--- src/rtl/led_ctrl_pkg.sv ---
// Shared types and constants for the multi-channel LED controller.
package led_ctrl_pkg;

  typedef enum logic [1:0] {
    MODE_OFF   = 2'd0,
    MODE_ON    = 2'd1,
    MODE_BLINK = 2'd2,
    MODE_PWM   = 2'd3
  } mode_t;

  typedef enum logic [1:0] {
    ST_IDLE,
    ST_ARG1,
    ST_ARG2,
    ST_RESP
  } parse_state_t;

  localparam logic [1:0] OP_SET_MODE   = 2'b00;
  localparam logic [1:0] OP_SET_PERIOD = 2'b01;
  localparam logic [1:0] OP_SET_DUTY   = 2'b10;
  localparam logic [1:0] OP_QUERY      = 2'b11;

  localparam logic [7:0] QUERY_BAD = 8'hFF;
  localparam logic [7:0] DEF_DUTY  = 8'h80;

endpackage

--- src/rtl/led_channel.sv ---
// One LED channel: mode/period/duty registers, blink counter and the
// registered LED drive.
module led_channel
  import led_ctrl_pkg::*;
#(
  parameter int PERIOD_W   = 16,
  parameter int DEF_PERIOD = 500,
  parameter bit HEARTBEAT  = 1'b0
) (
  input  logic                clk,
  input  logic                reset,
  input  logic                tick,
  input  logic [7:0]          pwm_cnt,
  input  logic                wr_mode,
  input  logic                wr_period,
  input  logic                wr_duty,
  input  mode_t               mode_wdata,
  input  logic [PERIOD_W-1:0] period_wdata,
  input  logic [7:0]          duty_wdata,
  output mode_t               mode,
  output logic                led
);

  localparam mode_t RESET_MODE = HEARTBEAT ? MODE_BLINK : MODE_OFF;

  logic [PERIOD_W-1:0] period;
  logic [PERIOD_W-1:0] blink_cnt;
  logic [PERIOD_W-1:0] blink_last;
  logic [7:0]          duty;
  mode_t               next_mode;
  logic [7:0]          next_duty;
  logic                blink_wrap;
  logic                cfg_write;

  // NOTE: every variable assigned here gets a value on every path, so no latch.
  always_comb begin
    next_mode  = wr_mode ? mode_wdata : mode;
    next_duty  = wr_duty ? duty_wdata : duty;
    cfg_write  = wr_mode || wr_period;
    // A period of 0 counts like a period of 1.
    blink_last = (period == '0) ? '0 : period - PERIOD_W'(1);
    blink_wrap = tick && (blink_cnt == blink_last);
  end

  // NOTE: sequential state uses <= so all flops sample pre-edge values.
  always_ff @(posedge clk) begin
    if (reset) begin
      mode      <= RESET_MODE;
      period    <= PERIOD_W'(DEF_PERIOD);
      duty      <= DEF_DUTY;
      blink_cnt <= '0;
      led       <= 1'b0;
    end else begin
      mode <= next_mode;
      duty <= next_duty;
      if (wr_period) period <= period_wdata;

      // A config write on a tick cycle wins over the blink count.
      if (cfg_write)
        blink_cnt <= '0;
      else if (mode == MODE_BLINK && tick)
        blink_cnt <= blink_wrap ? '0 : blink_cnt + PERIOD_W'(1);

      case (next_mode)
        MODE_OFF:   led <= 1'b0;
        MODE_ON:    led <= 1'b1;
        MODE_PWM:   led <= (pwm_cnt < next_duty);
        MODE_BLINK: begin
          if (wr_mode && mode != MODE_BLINK)
            led <= 1'b0;
          else if (!cfg_write && blink_wrap)
            led <= ~led;
        end
      endcase
    end
  end

endmodule

--- src/rtl/led_ctrl.sv ---
// Multi-channel LED controller configured through a valid/ready byte stream;
// channel 0 blinks out of reset as the board heartbeat.
module led_ctrl
  import led_ctrl_pkg::*;
#(
  parameter int CLK_FREQ_HZ = 48_000_000,
  parameter int TICK_HZ     = 1000,
  parameter int NUM_CH      = 4,
  parameter int PERIOD_W    = 16,
  parameter int DEF_PERIOD  = 500
) (
  input  logic              clk_48mhz,
  input  logic              reset,
  input  logic [7:0]        in_data,
  input  logic              in_valid,
  output logic              in_ready,
  output logic [7:0]        out_data,
  output logic              out_valid,
  input  logic              out_ready,
  output logic [NUM_CH-1:0] led
);

  localparam int TICK_DIV = CLK_FREQ_HZ / TICK_HZ;
  localparam int PRESC_W  = (TICK_DIV > 1) ? $clog2(TICK_DIV) : 1;

  if (CLK_FREQ_HZ % TICK_HZ != 0) begin : g_bad_tick_div
    $error("led_ctrl: CLK_FREQ_HZ must be divisible by TICK_HZ");
  end
  if (NUM_CH < 1 || NUM_CH > 64 || PERIOD_W < 1 || PERIOD_W > 16) begin : g_bad_range
    $error("led_ctrl: NUM_CH must be 1..64 and PERIOD_W 1..16");
  end

  logic [PRESC_W-1:0] presc;
  logic               tick;
  logic [7:0]         pwm_cnt;

  parse_state_t       state;
  logic [1:0]         cmd_op;
  logic [5:0]         cmd_ch;
  logic [7:0]         arg_hi;
  logic               in_hs;
  logic               wr_fire;
  logic [7:0]         query_byte;
  logic [15:0]        period_word;
  mode_t              ch_mode [NUM_CH];

  assign tick = (presc == PRESC_W'(TICK_DIV - 1));

  always_ff @(posedge clk_48mhz) begin
    if (reset) begin
      presc   <= '0;
      pwm_cnt <= '0;
    end else begin
      presc   <= tick ? '0 : presc + PRESC_W'(1);
      pwm_cnt <= pwm_cnt + 8'd1;
    end
  end

  assign in_ready    = !reset && (state != ST_RESP);
  assign in_hs       = in_valid && in_ready;
  // The final argument byte of a SET command is the write strobe.
  assign wr_fire     = in_hs && ((state == ST_ARG1 && cmd_op != OP_SET_PERIOD) ||
                                 state == ST_ARG2);
  assign period_word = {arg_hi, in_data};

  // Status of the channel addressed by the byte currently on in_data.
  always_comb begin
    query_byte = QUERY_BAD;
    for (int n = 0; n < NUM_CH; n++) begin
      if (in_data[5:0] == 6'(n)) query_byte = {ch_mode[n], 5'b0, led[n]};
    end
  end

  always_ff @(posedge clk_48mhz) begin
    if (reset) begin
      state     <= ST_IDLE;
      cmd_op    <= OP_SET_MODE;
      cmd_ch    <= '0;
      arg_hi    <= '0;
      out_data  <= '0;
      out_valid <= 1'b0;
    end else begin
      case (state)
        ST_IDLE: begin
          if (in_hs) begin
            cmd_op <= in_data[7:6];
            cmd_ch <= in_data[5:0];
            if (in_data[7:6] == OP_QUERY) begin
              out_data  <= query_byte;
              out_valid <= 1'b1;
              state     <= ST_RESP;
            end else begin
              state <= ST_ARG1;
            end
          end
        end
        ST_ARG1: begin
          if (in_hs) begin
            arg_hi <= in_data;
            state  <= (cmd_op == OP_SET_PERIOD) ? ST_ARG2 : ST_IDLE;
          end
        end
        ST_ARG2: begin
          if (in_hs) state <= ST_IDLE;
        end
        ST_RESP: begin
          if (out_ready) begin
            out_valid <= 1'b0;
            state     <= ST_IDLE;
          end
        end
      endcase
    end
  end

  for (genvar n = 0; n < NUM_CH; n++) begin : g_ch
    logic sel;
    assign sel = wr_fire && (cmd_ch == 6'(n));

    led_channel #(
      .PERIOD_W   (PERIOD_W),
      .DEF_PERIOD (DEF_PERIOD),
      .HEARTBEAT  (n == 0)
    ) u_ch (
      .clk          (clk_48mhz),
      .reset        (reset),
      .tick         (tick),
      .pwm_cnt      (pwm_cnt),
      .wr_mode      (sel && cmd_op == OP_SET_MODE),
      .wr_period    (sel && cmd_op == OP_SET_PERIOD),
      .wr_duty      (sel && cmd_op == OP_SET_DUTY),
      .mode_wdata   (mode_t'(in_data[1:0])),
      .period_wdata (period_word[PERIOD_W-1:0]),
      .duty_wdata   (in_data),
      .mode         (ch_mode[n]),
      .led          (led[n])
    );
  end

endmodule

--- config.mk ---
export PLATFORM = sky130hd
export DESIGN_NAME = led_ctrl
export DESIGN_NICKNAME = d
export VERILOG_FILES = /design/src/rtl/led_ctrl_pkg.sv /design/src/rtl/led_channel.sv /design/src/rtl/led_ctrl.sv
export SDC_FILE = /design/constraint.sdc
export NUM_CORES = 1
export LEC_CHECK = 0
export ABC_AREA = 1
export ABC_CLOCK_PERIOD_IN_PS = 2700
export CAP_MARGIN = 25
export CORE_MARGIN = 2
export CORE_UTILIZATION = 51
export CTS_BUF_LIST = sky130_fd_sc_hd__clkbuf_16
export CTS_CLUSTER_DIAMETER = 100
export CTS_CLUSTER_SIZE = 24
export DETAILED_ROUTE_END_ITERATION = 10
export MAX_ROUTING_LAYER = met4
export PLACE_DENSITY = 0.69
export SLEW_MARGIN = 40
export SYNTH_ARGS = -nofsm -noshare
export SYNTH_HDL_FRONTEND = slang
export SYNTH_SLANG_ARGS = --single-unit
--- constraint.sdc ---
create_clock -name clk_48mhz -period 2.7 [get_ports clk_48mhz]
set_input_delay 0.27 -clock clk_48mhz [delete_from_list [all_inputs] [get_ports clk_48mhz]]
set_output_delay 0.27 -clock clk_48mhz [all_outputs]
set_load 0.02 [all_outputs]
# == After elaboration in Yosys (flattened, before gate mapping) ==
# Index checks and enable logic that the tools add are counted.
# classes
n_reduce_logical,69
eq_ne,48
addsub,10
mux,43
n_lt_le_gt_ge,4
n_bitwise,4
# ops
cell,n
$mux 16,8
$add 16x1->16 const B,5
$eq 16x16->1,4
$logic_not 16->1,4
$mux 8,8
$sub 16x1->16 const B,4
$logic_and 1x1->1,36
$eq 2x2->1 const B,16
$lt 8x8->1,4
$eq 6x2->1 const B,4
$mux 2,10
$ne 2x2->1 const B,10
$eq 16x16->1 const B,1
$pmux 1 s4,4
$eq 2x1->1 const B,6
$eq 6x1->1 const B,2
$logic_not 2->1,6
$logic_not 6->1,2
$ne 3x1->1 const B,4
$mux 1,11
$reduce_or 2->1,5
$add 8x1->8 const B,1
$pmux 2 s4,1
$reduce_and 4->1,2
other kinds (8),20
# totals
ff_bits,223
output_inout_bits,14
in_bits,12

# == Logic depth before layout (Yosys ltp) ==
# logic_depth
depth_word,12
depth_mapped,20

# == Cells and area by module ==
# From an unflattened synthesis, not the netlist that was laid out.
# hier_totals
cells_unflattened,2130
hier_area_um2,13980.9
# by_module_without_submodules
module,n_inst,area_per_inst_um2,cells_each,seq_area_each_um2
led_channel at g_ch[1].u_ch ...,3,2901.5,447,860.8
led_channel at g_ch[0].u_ch,1,2905.3,451,860.8
led_ctrl,1,2371.0,338,940.9

# == Least setup slack after synthesis ==
# Ideal clock, no wire load.
# synth_path
kind,reg-to-reg
startpoint,register state[0]
endpoint,register g_ch[3].u_ch.led
setup_slack_ps,217
stages_incl_launch_ff,19
synth_period_minus_slack_ps,2483
setup_time_ps,64
arrival_ps,2419
n_path_buf,2
path_cell_list,dfxtp_1 -> inv_1 -> nor2_1 -> nand2_1 -> a21oi_2 -> buf_4 -> nand3_1 -> inv_1 -> clkbuf_1 -> nand2_1 -> o21ai_0 -> ha_1 -> a21oi_1 -> nor2_1 -> a211oi_1 -> nand3_1 -> nand3_1 -> nor2_1 -> nor2_1
# synth_via
elab_chain_len,10
elab_cells_between_ends,26
# synth_rtl
item,line_no,source
start: declaration,led_ctrl.sv:37,parse_state_t state;
start signal: assignment,led_ctrl.sv:100,state <= (cmd_op == OP_SET_PERIOD) ? ST_ARG2 : ST_IDLE;
$ne 2x2->1 / $eq 2x1->1 (equally long branches),"led_ctrl.sv:59, led_ctrl.sv:62",
$logic_and 1x1->1 (on tied branches),"led_ctrl.sv:59, led_ctrl.sv:62",
$logic_and 1x1->1 / $logic_or 1x1->1 (equally long branches),"led_ctrl.sv:60, led_ctrl.sv:62",
$logic_and 1x1->1 (*),led_ctrl.sv:62,assign wr_fire = in_hs && ((state == ST_ARG1 && cmd_op != OP_SET_PERIOD) ||
$logic_and 1x1->1 (*),led_ctrl.sv:118,assign sel = wr_fire && (cmd_ch == 6'(n));
"parallel branches: the longest is 5 deep, another holds $lt 8x8->1",--,
end signal: assignment,led_channel.sv:67,MODE_PWM: led <= (pwm_cnt < next_duty);
end signal: assignment,led_channel.sv:72,led <= ~led;
end: declaration,led_channel.sv:21,output logic led
# Every way passes the cells marked *.
# A chain may end at the register's enable or synchronous reset.

# == Worst setup path after layout ==
# layout_path
startpoint,register presc[0]
endpoint,register g_ch[2].u_ch.blink_cnt[15]
# layout_via
elab_chain_len,3
elab_cells_between_ends,4
# layout_rtl
item,line_no,source
start: declaration,led_ctrl.sv:33,logic [PRESC_W-1:0] presc;
start signal: assignment,led_ctrl.sv:54,presc <= tick ? '0 : presc + PRESC_W'(1);
$eq 16x16->1 (*),led_ctrl.sv:47,assign tick = (presc == PRESC_W'(TICK_DIV - 1));
$logic_and 1x1->1,led_channel.sv:42,blink_wrap = tick && (blink_cnt == blink_last);
$mux 16,led_channel.sv:62,blink_cnt <= blink_wrap ? '0 : blink_cnt + PERIOD_W'(1);
end signal: assignment,led_channel.sv:62,
end: declaration,led_channel.sv:27,logic [PERIOD_W-1:0] blink_cnt;
# Every way passes the cells marked *; elsewhere a longest branch is shown, timed or not.

==> results.json <==
{
  "outcome": "complete, no violations",
  "area_growth_pct": 10.2,
  "cts_tree": "done",
  "hold_buffers": 0,
  "p_comb_frac": 0.063,
  "worst_clock_skew_ps": 30.1,
  "cp-start-kind": "flip-flop",
  "finalSetupViolations": 0,
  "leakage_nw": 6.24,
  "viasPerCell": 5.22,
  "vias": 12300,
  "regArea_mm2": 0.00439,
  "placed_cells": 2339,
  "relSlewSlack": 0.486,
  "crit_path_end_kind": "flip-flop",
  "ys_ff_latch": 219,
  "min_period_ps": 2500,
  "design.die.area_mm2": 0.0263,
  "clockBufferDepth": 3,
  "yosys_warnings": 0,
  "p_sw_frac": 0.244,
  "multi_input_area_mm2": 0.00718,
  "grt_pass1_wl_mm": 54.4,
  "initial_core_util": 0.522,
  "root_buffer": "clkbuf_16",
  "async_flop_share": 0,
  "drt_first_pass_iters": 5,
  "final_nets": 2086,
  "p_seq_frac": 0.569,
  "synth_area_leaders": "dfxtp_1 (34%), nand2_1 (14%), nor2_1 (8.9%)",
  "place_ws_ps": 52.0,
  "synth_top_cell_by_area": "dfxtp_1",
  "syn_inst": 1990,
  "synth.cell_area_mm2": 0.0128,
  "crit_type": "reg -> reg",
  "finalNonFillerCells": 2363,
  "synth_top_area_share": 0.343,
  "clock_latency_ps": 500,
  "rows": 57,
  "clk_pin_slew_ps": 90,
  "post-route-util": 0.575,
  "gp_congestion": 0.890,
  "drt-wirelength-per-cell_um": 14.0,
  "cts_max_level": 1,
  "die_width_um": 162,
  "drt_first_iter_violations": 975,
  "remaining_drc_errors": 0,
  "worstPathMaxFanout": 8,
  "grt_max_degree": 85,
  "synth_cell_types": 49,
  "coreArea_mm2": 0.0245,
  "synth_edf_count": 0,
  "final_common_cell": "nand2_1",
  "antenna_cells": 0,
  "gr-total-overflow": 0,
  "finalCritPeriodShare": 0.927,
  "fin_ws_ps": 196,
  "grtUsageTotal": 0.258,
  "syn_nets": 2040,
  "hold_violations": 0,
  "power_density_mw_per_mm2": 411,
  "yosysSeqAreaShare": 0.343,
  "antenna_found_initial": 0,
  "drtAntennaViolNets": 0,
  "power_mw": 5.78,
  "synth_ff_type": "dfxtp_1",
  "power.switching_mw": 1.41,
  "io_pins": 26,
  "tightest_slew_ps": 771,
  "internal-power_mw": 4.37,
  "grt_pass1_vias": 11100,
  "min_path_type": "reg -> reg",
  "slew_violations": 0,
  "drv_cap": 0,
  "layout-drive-gt1-share": 0.0736,
  "portBuffers": 25,
  "totalWireLength_mm": 33.1,
  "final_cell_mix": "nand2_1 (461), nor2_1 (295), inv_1 (265)",
  "numCtsBuffers": 13,
  "nFillCells": 2353,
  "fmax_mhz": 399,
  "cts_sinks": 219,
  "dp_hpwl_mm": 24.6,
  "die_h_um": 162,
  "rsz0062_at_grt": "yes",
  "avgSynthCellArea_um2": 6.42,
  "irDropWorstVdd_mv": 0.466,
  "pwr-share-clk": 0.368,
  "arrival_ps": 2900,
  "cp.required_ps": 3100
}
through the flow:
stage	hold slack (ps)	TNS, ps	cell area (µm²)
CTS	414	0	14000
global route	444	-107	14100
floorplan	396	0	12800
detailed placement	443	0	13600
global placement	433	0	13600
finish	421	0	14100
cell type report:
| cell class | instances | share of cell area |
|---|---|---|
| well taps | 324 | 0.0288 |
| clock inverters | 5 | 0.00436 |
| repair buffers | 83 | 0.0492 |
| multi-input cells | 1446 | 0.510 |
| flip-flops and latches | 219 | 0.312 |
| clock buffers | 13 | 0.0231 |
| inverters | 273 | 0.0728 |
per-layer routing:
layer	routed length (µm)	track usage	vias to the layer above	share of wire
li1	-	-	6472	-
met1	16600	0.356	5574	0.50
met2	14400	0.406	238	0.44
met3	1390	0.0260	50	0.042
met4	695	0.0664	0	0.021
met5	0	-	-	0
power by group through the flow:
stage	combinational, mW	sequential (mW)	clock (mW)
3_3_place_gp	0.354	3.36	0
5_1_grt	0.406	3.29	2.29
2_1_floorplan	0.216	3.36	0
6_report	0.365	3.29	2.13
3_5_place_dp	0.356	3.36	0
4_1_cts	0.358	3.29	2.18
worst max-delay path: stages, from the launching register on:
cell and delay, ps:
dfxtp_2 350, ha_1 160, nand2_1 70, inv_2 60
nand2_2 60, nor2_4 110, nand2_4 90, nor2_8 230
buf_4 190, nand2_4 70, nor4_2 220, nand2_1 160
nor2_1 160, nand2_1 110, nor2_2 160, nand3_1 90
nand2_1 70, nor2_1 30
kinds of logic (layout without fill, tap and decap cells):
| group | count (synthesis) | count (layout) | synth area share |
|---|---|---|---|
| buf+inv | 325 | 374 | 0.100 |
| flops | 219 | 219 | 0.343 |
| compound gates | 289 | 289 | 0.119 |
| simple gates | 1071 | 1071 | 0.367 |
| xor+xnor | 48 | 48 | 0.0329 |
| fa+ha+maj | 38 | 38 | 0.0372 |
state kept, by name, summed over array words and instances, names as in the netlist, 6 cells and up:
register	count
g_ch.u_ch.mode	8
presc	16
g_ch.u_ch.blink_cnt	64
g_ch.u_ch.period	64
cmd_ch	6
g_ch.u_ch.duty	32
arg_hi	8
pwm_cnt	8
path summary, 6_finish.rpt:
kind	to	slack [ps]	cells past startpoint	from
min	presc[0]$_SDFF_PP0_	420	1	presc[0]$_SDFF_PP0_
min reg2reg	presc[0]$_SDFF_PP0_	420	1	presc[0]$_SDFF_PP0_
max reg2reg	g_ch[2].u_ch.blink_cnt[15]$_SDFFE_PP0P_	200	17	presc[0]$_SDFF_PP0_
max	g_ch[2].u_ch.blink_cnt[15]$_SDFFE_PP0P_	200	17	presc[0]$_SDFF_PP0_
repair_timing:
| item | in CTS | in global routing |
|---|---|---|
| setup endpoints to repair | 0 | 51 |
| setup buffers | 0 | 6 |
| resized for setup | 0 | 24 |
| hold endpoints to repair | 0 | 0 |
cells in the mapped netlist, types with 2 or more instances:
| cell type | n |
|---|---|
| nand2_1 | 467 |
| nor2_1 | 303 |
| inv_1 | 267 |
| dfxtp_1 | 219 |
| nand3_1 | 148 |
| o21ai_0 | 132 |
| a21oi_1 | 129 |
| nand4_1 | 48 |
| xor2_1 | 45 |
| ha_1 | 38 |
| clkbuf_1 | 30 |
| nor3_1 | 30 |
| nor2_2 | 14 |
| buf_4 | 12 |
| nand2_2 | 9 |
| nand3b_1 | 8 |
| nor3b_1 | 8 |
| buf_2 | 7 |
| o211ai_1 | 7 |
| nor4_1 | 6 |
| a211oi_1 | 5 |
| inv_2 | 5 |
| nand2_4 | 5 |
| or2_2 | 5 |
| nand3_2 | 4 |
| nor2_4 | 3 |
| or2_1 | 3 |
| xnor2_1 | 3 |
| a21boi_0 | 2 |
| a22o_1 | 2 |
| a41oi_1 | 2 |
| buf_1 | 2 |
| nor3_2 | 2 |
| nor3_4 | 2 |
| o21a_1 | 2 |
| o21ai_1 | 2 |
| o221ai_1 | 2 |
(Power assumes the default switching activity.)
